==> src/rtl/wbi_pkg.sv <==
// Purpose: shared widths, command/response beat types and helpers for the wishbone chain.
// Latency: n/a (types only).
// Backpressure: n/a.
package wbi_pkg;

    localparam int WBI_AW = 32;
    localparam int WBI_BW = 4;
    localparam int WBI_BL = 10;
    localparam int WBI_DW = 32;
    localparam int WBI_TW = 4;

    // One command beat as it travels down the chain.
    typedef struct packed {
        logic [WBI_AW-1:0] adr;
        logic              we;
        logic [WBI_DW-1:0] dat;
        logic [WBI_BW-1:0] sel;
        logic [WBI_TW-1:0] tid;
        logic [WBI_BL-1:0] bl;
    } wbi_cmd_t;

    // One response beat as it travels back up the chain.
    typedef struct packed {
        logic [WBI_DW-1:0] dat;
        logic              ack;
        logic              lack;
        logic              err;
        logic [WBI_TW-1:0] tid;
    } wbi_res_t;

    // Pointer wrap relies on the depth being a power of two.
    function automatic bit wbi_is_pow2_ge2(input int depth);
        return (depth >= 2) && ((depth & (depth - 1)) == 0);
    endfunction

endpackage

==> src/rtl/wbi_stage_fifo_if.sv <==
// Purpose: one wishbone chain link, command channel downstream and response channel upstream.
// Latency: n/a (wires only).
// Backpressure: cmd_wrdy throttles commands, res_rrdy throttles responses.
interface wbi_stage_fifo_if;
    import wbi_pkg::*;

    logic              cmd_wval;
    logic              cmd_wrdy;
    logic [WBI_AW-1:0] cmd_adr;
    logic              cmd_we;
    logic [WBI_DW-1:0] cmd_dat;
    logic [WBI_BW-1:0] cmd_sel;
    logic [WBI_TW-1:0] cmd_tid;
    logic [WBI_BL-1:0] cmd_bl;

    logic              res_rval;
    logic              res_rrdy;
    logic [WBI_DW-1:0] res_dat;
    logic              res_ack;
    logic              res_lack;
    logic              res_err;
    logic [WBI_TW-1:0] res_tid;

    // Initiator side: issues commands, consumes responses.
    modport master (
        output cmd_wval, cmd_adr, cmd_we, cmd_dat, cmd_sel, cmd_tid, cmd_bl,
        input  cmd_wrdy,
        input  res_rval, res_dat, res_ack, res_lack, res_err, res_tid,
        output res_rrdy
    );

    // Target side: consumes commands, issues responses.
    modport slave (
        input  cmd_wval, cmd_adr, cmd_we, cmd_dat, cmd_sel, cmd_tid, cmd_bl,
        output cmd_wrdy,
        output res_rval, res_dat, res_ack, res_lack, res_err, res_tid,
        input  res_rrdy
    );

endinterface

==> src/rtl/wbi_fifo_ch.sv <==
// Purpose: generic valid/ready FIFO channel with occupancy level and synchronous flush.
// Latency: 1 clk from push into an empty FIFO to out_vld; no bypass.
// Backpressure: in_rdy decoded from the level register only, never from out_rdy.
module wbi_fifo_ch #(
    parameter  int WD    = 8,
    parameter  int DEPTH = 2,
    localparam int PW    = $clog2(DEPTH),
    localparam int LW    = PW + 1
) (
    input  logic          mclk,
    input  logic          reset_n,
    input  logic          flush_i,
    input  logic          in_vld,
    output logic          in_rdy,
    input  logic [WD-1:0] in_dat,
    output logic          out_vld,
    input  logic          out_rdy,
    output logic [WD-1:0] out_dat,
    output logic [LW-1:0] level
);

    logic [WD-1:0] mem [DEPTH];
    logic [PW-1:0] wr_ptr;
    logic [PW-1:0] rd_ptr;
    logic [LW-1:0] cnt;
    logic          push;
    logic          pop;

    assign in_rdy  = (cnt != LW'(DEPTH));
    assign out_vld = (cnt != '0);
    assign push    = in_vld & in_rdy;
    assign pop     = out_vld & out_rdy;
    assign out_dat = mem[rd_ptr];
    assign level   = cnt;

    // Storage write; reset clears every entry so the head is never X.
    always_ff @(posedge mclk or negedge reset_n) begin
        if (!reset_n) begin
            for (int i = 0; i < DEPTH; i++) begin
                mem[i] <= '0;
            end
        end else if (push && !flush_i) begin
            mem[wr_ptr] <= in_dat;
        end
    end

    // Pointers wrap naturally at DEPTH; flush discards any push or pop in the same cycle.
    always_ff @(posedge mclk or negedge reset_n) begin
        if (!reset_n) begin
            wr_ptr <= '0;
            rd_ptr <= '0;
        end else if (flush_i) begin
            wr_ptr <= '0;
            rd_ptr <= '0;
        end else begin
            if (push) wr_ptr <= wr_ptr + PW'(1);
            if (pop)  rd_ptr <= rd_ptr + PW'(1);
        end
    end

    // Occupancy counter; push and pop together leave it unchanged.
    always_ff @(posedge mclk or negedge reset_n) begin
        if (!reset_n) begin
            cnt <= '0;
        end else if (flush_i) begin
            cnt <= '0;
        end else begin
            case ({push, pop})
                2'b10:   cnt <= cnt + LW'(1);
                2'b01:   cnt <= cnt - LW'(1);
                default: cnt <= cnt;
            endcase
        end
    end

endmodule

==> src/rtl/wbi_stage_fifo.sv <==
// Purpose: staging buffer between previous-chain (wbp) and next-chain (wbd) ports, cmd + res FIFOs.
// Latency: 1 clk per channel, full throughput of 1 beat/clk.
// Backpressure: upstream ready comes from FIFO level registers only; no combinational path.
module wbi_stage_fifo
    import wbi_pkg::*;
#(
    parameter  int AW        = 32,
    parameter  int BW        = 4,
    parameter  int BL        = 10,
    parameter  int DW        = 32,
    parameter  int CMD_DEPTH = 2,
    parameter  int RES_DEPTH = 4,
    localparam int CLW       = $clog2(CMD_DEPTH) + 1,
    localparam int RLW       = $clog2(RES_DEPTH) + 1
) (
    input  logic             mclk,
    input  logic             reset_n,
    input  logic             flush_i,
    output logic [CLW-1:0]   cmd_level_o,
    output logic [RLW-1:0]   res_level_o,
    wbi_stage_fifo_if.slave  wbp,
    wbi_stage_fifo_if.master wbd
);

    // Elaboration-time sanity: depths must wrap cleanly and widths must match the shared types.
    if (!wbi_is_pow2_ge2(CMD_DEPTH)) begin : g_bad_cmd_depth
        $error("CMD_DEPTH must be a power of two and at least 2");
    end
    if (!wbi_is_pow2_ge2(RES_DEPTH)) begin : g_bad_res_depth
        $error("RES_DEPTH must be a power of two and at least 2");
    end
    if (AW != WBI_AW || BW != WBI_BW || BL != WBI_BL || DW != WBI_DW) begin : g_bad_width
        $error("AW/BW/BL/DW must match the wbi_pkg beat types");
    end

    wbi_cmd_t cmd_in;
    wbi_cmd_t cmd_out;
    wbi_res_t res_in;
    wbi_res_t res_out;

    assign cmd_in = '{adr: wbp.cmd_adr, we: wbp.cmd_we, dat: wbp.cmd_dat,
                      sel: wbp.cmd_sel, tid: wbp.cmd_tid, bl: wbp.cmd_bl};

    assign wbd.cmd_adr = cmd_out.adr;
    assign wbd.cmd_we  = cmd_out.we;
    assign wbd.cmd_dat = cmd_out.dat;
    assign wbd.cmd_sel = cmd_out.sel;
    assign wbd.cmd_tid = cmd_out.tid;
    assign wbd.cmd_bl  = cmd_out.bl;

    assign res_in = '{dat: wbd.res_dat, ack: wbd.res_ack, lack: wbd.res_lack,
                      err: wbd.res_err, tid: wbd.res_tid};

    assign wbp.res_dat  = res_out.dat;
    assign wbp.res_ack  = res_out.ack;
    assign wbp.res_lack = res_out.lack;
    assign wbp.res_err  = res_out.err;
    assign wbp.res_tid  = res_out.tid;

    wbi_fifo_ch #(
        .WD    ($bits(wbi_cmd_t)),
        .DEPTH (CMD_DEPTH)
    ) u_cmd_fifo (
        .mclk    (mclk),
        .reset_n (reset_n),
        .flush_i (flush_i),
        .in_vld  (wbp.cmd_wval),
        .in_rdy  (wbp.cmd_wrdy),
        .in_dat  (cmd_in),
        .out_vld (wbd.cmd_wval),
        .out_rdy (wbd.cmd_wrdy),
        .out_dat (cmd_out),
        .level   (cmd_level_o)
    );

    wbi_fifo_ch #(
        .WD    ($bits(wbi_res_t)),
        .DEPTH (RES_DEPTH)
    ) u_res_fifo (
        .mclk    (mclk),
        .reset_n (reset_n),
        .flush_i (flush_i),
        .in_vld  (wbd.res_rval),
        .in_rdy  (wbd.res_rrdy),
        .in_dat  (res_in),
        .out_vld (wbp.res_rval),
        .out_rdy (wbp.res_rrdy),
        .out_dat (res_out),
        .level   (res_level_o)
    );

endmodule

==> src/flat_wrapper.sv <==
// flat-port wrapper written by rule: the top's interface ports become plain ports
module wbi_stage_fifo_flat import wbi_pkg::*;
#(
    parameter  int AW        = 32,
    parameter  int BW        = 4,
    parameter  int BL        = 10,
    parameter  int DW        = 32,
    parameter  int CMD_DEPTH = 2,
    parameter  int RES_DEPTH = 4,
    localparam int CLW       = $clog2(CMD_DEPTH) + 1,
    localparam int RLW       = $clog2(RES_DEPTH) + 1
)
  (mclk, reset_n, flush_i, cmd_level_o, res_level_o, wbp_cmd_wval, wbp_cmd_adr, wbp_cmd_we, wbp_cmd_dat, wbp_cmd_sel, wbp_cmd_tid, wbp_cmd_bl, wbp_cmd_wrdy, wbp_res_rval, wbp_res_dat, wbp_res_ack, wbp_res_lack, wbp_res_err, wbp_res_tid, wbp_res_rrdy, wbd_cmd_wval, wbd_cmd_adr, wbd_cmd_we, wbd_cmd_dat, wbd_cmd_sel, wbd_cmd_tid, wbd_cmd_bl, wbd_cmd_wrdy, wbd_res_rval, wbd_res_dat, wbd_res_ack, wbd_res_lack, wbd_res_err, wbd_res_tid, wbd_res_rrdy);
  wbi_stage_fifo_if wbp_i ();
  wbi_stage_fifo_if wbd_i ();
  input  logic mclk;
  input  logic reset_n;
  input  logic flush_i;
  output logic [CLW-1:0] cmd_level_o;
  output logic [RLW-1:0] res_level_o;
  input wire logic [$bits(wbp_i.cmd_wval)-1:0] wbp_cmd_wval;
  input wire logic [$bits(wbp_i.cmd_adr)-1:0] wbp_cmd_adr;
  input wire logic [$bits(wbp_i.cmd_we)-1:0] wbp_cmd_we;
  input wire logic [$bits(wbp_i.cmd_dat)-1:0] wbp_cmd_dat;
  input wire logic [$bits(wbp_i.cmd_sel)-1:0] wbp_cmd_sel;
  input wire logic [$bits(wbp_i.cmd_tid)-1:0] wbp_cmd_tid;
  input wire logic [$bits(wbp_i.cmd_bl)-1:0] wbp_cmd_bl;
  output wire logic [$bits(wbp_i.cmd_wrdy)-1:0] wbp_cmd_wrdy;
  output wire logic [$bits(wbp_i.res_rval)-1:0] wbp_res_rval;
  output wire logic [$bits(wbp_i.res_dat)-1:0] wbp_res_dat;
  output wire logic [$bits(wbp_i.res_ack)-1:0] wbp_res_ack;
  output wire logic [$bits(wbp_i.res_lack)-1:0] wbp_res_lack;
  output wire logic [$bits(wbp_i.res_err)-1:0] wbp_res_err;
  output wire logic [$bits(wbp_i.res_tid)-1:0] wbp_res_tid;
  input wire logic [$bits(wbp_i.res_rrdy)-1:0] wbp_res_rrdy;
  output wire logic [$bits(wbd_i.cmd_wval)-1:0] wbd_cmd_wval;
  output wire logic [$bits(wbd_i.cmd_adr)-1:0] wbd_cmd_adr;
  output wire logic [$bits(wbd_i.cmd_we)-1:0] wbd_cmd_we;
  output wire logic [$bits(wbd_i.cmd_dat)-1:0] wbd_cmd_dat;
  output wire logic [$bits(wbd_i.cmd_sel)-1:0] wbd_cmd_sel;
  output wire logic [$bits(wbd_i.cmd_tid)-1:0] wbd_cmd_tid;
  output wire logic [$bits(wbd_i.cmd_bl)-1:0] wbd_cmd_bl;
  input wire logic [$bits(wbd_i.cmd_wrdy)-1:0] wbd_cmd_wrdy;
  input wire logic [$bits(wbd_i.res_rval)-1:0] wbd_res_rval;
  input wire logic [$bits(wbd_i.res_dat)-1:0] wbd_res_dat;
  input wire logic [$bits(wbd_i.res_ack)-1:0] wbd_res_ack;
  input wire logic [$bits(wbd_i.res_lack)-1:0] wbd_res_lack;
  input wire logic [$bits(wbd_i.res_err)-1:0] wbd_res_err;
  input wire logic [$bits(wbd_i.res_tid)-1:0] wbd_res_tid;
  output wire logic [$bits(wbd_i.res_rrdy)-1:0] wbd_res_rrdy;
  assign wbp_i.cmd_wval = wbp_cmd_wval;
  assign wbp_i.cmd_adr = wbp_cmd_adr;
  assign wbp_i.cmd_we = wbp_cmd_we;
  assign wbp_i.cmd_dat = wbp_cmd_dat;
  assign wbp_i.cmd_sel = wbp_cmd_sel;
  assign wbp_i.cmd_tid = wbp_cmd_tid;
  assign wbp_i.cmd_bl = wbp_cmd_bl;
  assign wbp_cmd_wrdy = wbp_i.cmd_wrdy;
  assign wbp_res_rval = wbp_i.res_rval;
  assign wbp_res_dat = wbp_i.res_dat;
  assign wbp_res_ack = wbp_i.res_ack;
  assign wbp_res_lack = wbp_i.res_lack;
  assign wbp_res_err = wbp_i.res_err;
  assign wbp_res_tid = wbp_i.res_tid;
  assign wbp_i.res_rrdy = wbp_res_rrdy;
  assign wbd_cmd_wval = wbd_i.cmd_wval;
  assign wbd_cmd_adr = wbd_i.cmd_adr;
  assign wbd_cmd_we = wbd_i.cmd_we;
  assign wbd_cmd_dat = wbd_i.cmd_dat;
  assign wbd_cmd_sel = wbd_i.cmd_sel;
  assign wbd_cmd_tid = wbd_i.cmd_tid;
  assign wbd_cmd_bl = wbd_i.cmd_bl;
  assign wbd_i.cmd_wrdy = wbd_cmd_wrdy;
  assign wbd_i.res_rval = wbd_res_rval;
  assign wbd_i.res_dat = wbd_res_dat;
  assign wbd_i.res_ack = wbd_res_ack;
  assign wbd_i.res_lack = wbd_res_lack;
  assign wbd_i.res_err = wbd_res_err;
  assign wbd_i.res_tid = wbd_res_tid;
  assign wbd_res_rrdy = wbd_i.res_rrdy;
  wbi_stage_fifo #(.AW(AW), .BW(BW), .BL(BL), .DW(DW), .CMD_DEPTH(CMD_DEPTH), .RES_DEPTH(RES_DEPTH)) u_core (.mclk(mclk), .reset_n(reset_n), .flush_i(flush_i), .cmd_level_o(cmd_level_o), .res_level_o(res_level_o), .wbp(wbp_i), .wbd(wbd_i));
endmodule
==> config.mk <==
export PLATFORM = sky130hd
export DESIGN_NAME = wbi_stage_fifo_flat
export DESIGN_NICKNAME = d
export VERILOG_FILES = /design/src/rtl/wbi_pkg.sv /design/src/rtl/wbi_stage_fifo_if.sv /design/src/rtl/wbi_fifo_ch.sv /design/src/rtl/wbi_stage_fifo.sv /design/src/flat_wrapper.sv
export SDC_FILE = /design/constraint.sdc
export NUM_CORES = 1
export LEC_CHECK = 0
export ABC_CLOCK_PERIOD_IN_PS = 2350
export BUFFER_PORTS_ARGS = -buffer_cell sky130_fd_sc_hd__buf_2
export CORE_ASPECT_RATIO = 0.6
export CORE_MARGIN = 4
export CORE_UTILIZATION = 35
export DETAILED_ROUTE_END_ITERATION = 8
export GPL_ROUTABILITY_DRIVEN = 0
export PLACE_DENSITY = 0.52
export SLEW_MARGIN = 20
export SYNTH_ARGS = -nofsm -noshare
export SYNTH_HDL_FRONTEND = slang
export SYNTH_SLANG_ARGS = --single-unit
==> constraint.sdc <==
create_clock -name mclk -period 2.35 [get_ports mclk]
set_input_delay 0.1175 -clock mclk [delete_from_list [all_inputs] [get_ports mclk]]
set_output_delay 0.1175 -clock mclk [all_outputs]
set_load 0.01 [all_outputs]
## Word-level counts from Yosys, hierarchy flattened

Cells that the tools add are included.

- Add/sub/neg operators: 8
- $lt $le $gt $ge: 6
- Equality and inequality tests: 6
- Multiplexer cells: 24
- Bitwise gates (word level): 8
- Reduce and logical (&&, ||, !) cells: 13

Operators with widths:

| operator | number |
|---|---|
| $mux 83 | 4 |
| $bwmux 166 | 1 |
| $bwmux 156 | 1 |
| $mux 39 | 3 |
| $demux 83 s1 | 1 |
| $bmux 39 s2 | 1 |
| $demux 39 s2 | 1 |
| $mux 2 | 5 |
| $reduce_bool 2->1 | 5 |
| $reduce_bool 3->1 | 3 |
| $add 2x1->2 const B | 3 |
| $ge 3x3->1 const B | 2 |
| $not 2->3 | 2 |
| $pmux 3 s2 | 1 |
| $and 1x1->1 | 4 |
| $eq 2x1->1 const B | 2 |
| $eq 2x2->1 const B | 2 |
| $ge 2x2->1 const B | 2 |
| $logic_and 1x1->1 | 4 |
| $mux 1 | 4 |
| $not 1->2 | 2 |
| $pmux 2 s2 | 1 |
| $add 3x1->3 const B | 1 |
| $lt 3x1->1 const B | 1 |
| 8 further kinds | 9 |

- Flip-flop bits (word level): 333
- Input bits: 129
- Output and inout port bits: 131
- Logic and storage cells: 77

## Depth between registers and ports, before layout

- Depth after elaboration: 6
- Mapped depth: 7
- Gate-level depth less buffers: 5

## Cells and area by module

A second synthesis with hierarchy kept.

- Cells, all modules: 906
- Area total of the unflattened synthesis: 14,924.3 um^2

Modules (own cells, without submodules):

| module | times used | cells an instance | area an instance (um^2) | sequential area each (um^2) |
|---|---|---|---|---|
| wbi_fifo_ch (u_core.u_res_fifo) | 1 | 439 | 7,503.4 | 4,078.9 |
| wbi_fifo_ch (u_core.u_cmd_fifo) | 1 | 467 | 7,420.9 | 4,254.1 |

## Worst setup path after synthesis

OpenSTA, ideal clock, no wires.

- Kind: register to register
- Start: register u_core.u_res_fifo.cnt[0], in the netlist u_core.u_res_fifo.level[0]
- End: register u_core.u_res_fifo.cnt[1], in the netlist u_core.u_res_fifo.level[1]
- Library setup time: 0.101 ns
- Data arrival time: 1.881 ns
- Data required time: 2.249 ns
- Slack: 0.368 ns
- Cell stages (with the launch flop): 7
- Buffers on the path: 1
- Clock period less this slack: 1.982 ns
- Cell sequence: dfrtp_1 clkbuf_1 o31ai_1 a21oi_1 fa_1 a31oi_1 nor4_1

- Longest elaborated chain between the ends: 5
- Elaborated cells on any way between the ends: 11
- Those cells by class: add/sub: 2; eq/ne: 3; mux: 2; bitwise: 2; reduce/logical: 2

Ends and longest elaborated chain:

| item | RTL line | text |
|---|---|---|
| from (decl) | wbi_fifo_ch.sv:25 | `logic [LW-1:0] cnt;` |
| from (signal assigned) | wbi_fifo_ch.sv:69 | `2'b10: cnt <= cnt + LW'(1);` |
| from (signal assigned) | wbi_fifo_ch.sv:70 | `2'b01: cnt <= cnt - LW'(1);` |
| from (signal assigned) | wbi_fifo_ch.sv:71 | `default: cnt <= cnt;` |
| $ne 3x3->1 / $reduce_bool 3->1 (equally long branches) | wbi_fifo_ch.sv:29, wbi_fifo_ch.sv:30 |  |
| $and 1x1->1, on equally long branches | wbi_fifo_ch.sv:31, wbi_fifo_ch.sv:32 |  |
| $eq 2x1->1 / $eq 2x2->1 (equally long branches) | wbi_fifo_ch.sv:68 | `case ({push, pop})` |
| $pmux 3 s2 | wbi_fifo_ch.sv:68 |  |
| $mux 3 | wbi_fifo_ch.sv:65 | `end else if (flush_i) begin` |

Parallel ways exist; a longest one is shown, timed or not.
A chain may end at the register's enable or synchronous reset.

## Final worst setup path

- Start: register u_core.u_res_fifo.rd_ptr[0]
- End: output wbp_res_err

- Longest elaborated chain between the ends: 4

Ends and longest elaborated chain:

| item | RTL line | text |
|---|---|---|
| from (decl) | wbi_fifo_ch.sv:24 | `logic [PW-1:0] rd_ptr;` |
| from (signal assigned) | wbi_fifo_ch.sv:57 | `if (pop) rd_ptr <= rd_ptr + PW'(1);` |
| $not 2->3 (implied by the code) | wbi_fifo_ch.sv:33 | `assign out_dat = mem[rd_ptr];` |
| $bmux 39 s2 | wbi_fifo_ch.sv:33 |  |
| $mux 39 (implied by the code) (2 in series) | wbi_fifo_ch.sv:33 |  |
| to (decl) | flat_wrapper.sv:33 | `output wire logic [$bits(wbp_i.res_err)-1:0] wbp_res_err;` |

Every way passes these cells. The select of a mux whose other input is x is not followed.

==> metrics.cfg <==
[route]
routed_wl_um=35710
drtIter0Drc=362
drc=0
via_per_inst=4.747
routedWlPerCell_um=18.90
via_count=8971
antenna_left=0
dr.pass1.iters=4

[timing]
hold_violations=0
period_minus_slack_ns=2.193
maxSlewHeadroom=0.6407
timing.fmax_mhz=456.0
tightest_slew_ns=0.5254
setup_viol=0
setup-tns-final_ns=0
timing.final.crit_share=0.9332
finalMaxSlewViolations=0
finClkSkew_ns=0.009869
rsz0062_at_grt=false

[floorplan]
placementRows=57
io_pins=260
core-area_um2=41010
die_h_um=166.9
dieArea_um2=45510
initial_core_util=0.3590
die_width_um=272.8

[placed_design]
portBuffers=259
post_dp_cell_area_um2=16740
dp.cells=1703
detailed_place_hpwl_um=23430

[setup_path]
crit_family=multiplexers
cp_cell_sequence=buf_4 -> mux4_2 -> buf_2
critPathLaunch=u_core.u_res_fifo.rd_ptr[0]
r2r_start=u_core.u_res_fifo.level[1]
arrival_ns=2.08
slowest_stage=mux4_2
cp_max_fo=20
worstSetupPathType=reg2out
critical-path-max-stage-delay_ns=0.59
path_buf_inv=2
startpoint_type=flip-flop
cp.required_ns=2.23
r2r_slack_ns=0.39
endpoint_kind=primary output

[logic_synthesis]
synth_cell_type_count=43
synthArstFlopShare=1.000
synth_nets=1044
synthTopCellsByArea=dfrtp_1, mux2_2, mux2_1, mux4_2, buf_6
synth_ff_type=dfrtp_1
yosys_warnings=0
avgSynthCellArea_um2=16.18
synth_edf_count=0
synth_common_cells=dfrtp_1, mux2_2, mux2_1
yosys.area.top_type_share=0.5661
ys_seq_area_frac=0.5661
synth_area_leader_cell=dfrtp_1
syn_inst=910
synthesis.area_um2=14720
yosysMostFrequentCell=dfrtp_1
synth_seq_cells=333

[job]
drv_cap=0

[clocking]
clockBufferDepth=3
clock_latency_ns=0.52
path_clk_slew_ns=0.06
ctsHtreeMaxLevel=2
cts_tree=done
cts_inserted_buffers=35
cts.sinks=333
root_buffer=clkbuf_16

[cells_and_area]
drive_above_1_share=0.5305
multiInputGateArea_um2=5954
fin_nets=1442
fillers=3674
final_area_um2=19130
syn_to_final_growth_pct=29.98
regArea_um2=8339
stdcell_count=1890

[global_routing]
grt_pass1_vias=9935
grt_util_all_layers=0.1572
grt_antenna_before_repair=1
grt_overflow=0
grt_pass1_wl_um=57390
grt_max_degree=62

[power]
p_clk_frac=0.291
seqPwrFrac=0.444
p_switching_mw=5.155
vdd_drop_max_mv=0.5656
combPwrFrac=0.265
internal_power_mw=13.49
power.density_nw_per_um2=974.5
switching_share=0.2765
leakagePower_nw=8.590

[run_status]
status=finished, final reports clean

[hold_path]
hp-class=in2reg
hp-start=wbp_res_rrdy

==> worst reg2reg max path: stages (launching register included) <==
cell and delay [ns]:
dfrtp_1 0.50, o31ai_1 0.41, a21oi_1 0.10, fa_1 0.52, a31oi_1 0.09, nor4_1 0.26
==> placed cells by master (no fill, tap or decap), types with 2 or more instances in the layout <==
master / n
a21oi_1: 11
buf_12: 14
buf_2: 258
buf_4: 18
clkbuf_1: 7
clkbuf_16: 36
clkbuf_8: 7
clkinv_2: 4
dfrtp_1: 330
dfrtp_2: 2
dlygate4sd3_1: 128
ha_1: 4
inv_1: 4
inv_2: 3
mux2_1: 97
mux2_2: 308
mux4_2: 39
nand2b_1: 4
nand3_1: 3
nand3_2: 4
nand3b_1: 3
nor2_1: 3
nor3b_1: 2
o21ai_0: 5
or2_2: 3
or3_1: 3
xor2_1: 3
==> per-layer routing <==
metal / up-vias / share of wire / GRT usage
met3: 44 / 0.033 / 0.02833
met1: 4670 / 0.46 / 0.2148
met2: 120 / 0.49 / 0.2640
met4: 0 / 0.016 / 0.03348
met5: - / 0 / 0
li1: 4137 / - / -
==> stage by stage <==
stage / utilization / power [mW] / setup slack (ns) / hold slack [ns]
2_1_floorplan: - / 11.39 / 0.3675 / -0.1781
3_3_place_gp: 0.4083 / 13.11 / 0.4077 / 0.07030
3_5_place_dp: 0.4083 / 13.23 / 0.3729 / 0.06313
4_1_cts: 0.4665 / 19.01 / 0.08068 / 0.01584
5_1_grt: 0.4666 / 19.77 / 0.007644 / 0.05334
6_report: 0.4666 / 18.65 / 0.1570 / 0.05414
==> state kept, by name, summed over array words and instances (netlist names) <==
name / flops
u_core.u_cmd_fifo.wr_ptr: 1
u_core.u_cmd_fifo.level: 2
u_core.u_cmd_fifo.mem: 166
u_core.u_cmd_fifo.rd_ptr: 1
u_core.u_res_fifo.mem: 156
u_core.u_res_fifo.wr_ptr: 2
u_core.u_res_fifo.level: 3
u_core.u_res_fifo.rd_ptr: 2
==> power groups by stage <==
stage / Sequential (mW) / Clock [mW] / Combinational [mW]
after floorplan: 8.06 / 0 / 3.33
after global placement: 8.32 / 0 / 4.78
after detailed placement: 8.36 / 0 / 4.87
after CTS: 8.27 / 5.68 / 5.06
after global routing: 8.48 / 5.90 / 5.39
final: 8.28 / 5.43 / 4.93
==> path summary, 6_finish.rpt <==
kind / end / depth (start not counted)
setup / recovery: wbp_res_err / 3
hold / removal: u_core.u_res_fifo.level[1] / 3
setup reg to reg: u_core.u_res_fifo.level[1] / 5
hold reg to reg: u_core.u_cmd_fifo.mem[128] / 1
max in group asynchronous: u_core.u_res_fifo.mem[2] / 4
min in group asynchronous: u_core.u_cmd_fifo.mem[99] / 2
==> final cells by class <==
| class | count | area share |
|---|---|---|
| antenna | 1 | 0.0001308 |
| clock buffer | 50 | 0.05349 |
| clock inverter | 8 | 0.004381 |
| inverter | 7 | 0.001373 |
| multi-input combinational | 512 | 0.3112 |
| sequential | 333 | 0.4358 |
| tap | 560 | 0.03662 |
| timing repair buffer | 419 | 0.1569 |
==> cells by family after synthesis <==
| logic type | count (synthesis) | share of synthesized area |
|---|---|---|
| multiplexers | 445 | 0.3702 |
| flip-flops | 333 | 0.5661 |
| buffers and inverters | 65 | 0.03102 |
| AND/OR/NAND/NOR | 32 | 0.01496 |
| AO/OA/AOI/OAI | 26 | 0.01063 |
| adder cells (fa/ha/maj) | 5 | 0.004760 |
| XOR/XNOR | 4 | 0.002380 |
==> repair_timing <==
action	4_1_cts	5_1_grt
setup buffers	0	0
setup endpoints to repair	0	0
hold endpoints to repair	637	0
resized for setup	0	0
hold buffers	128	0
Note: power is estimated with default switching activity, not from simulation.
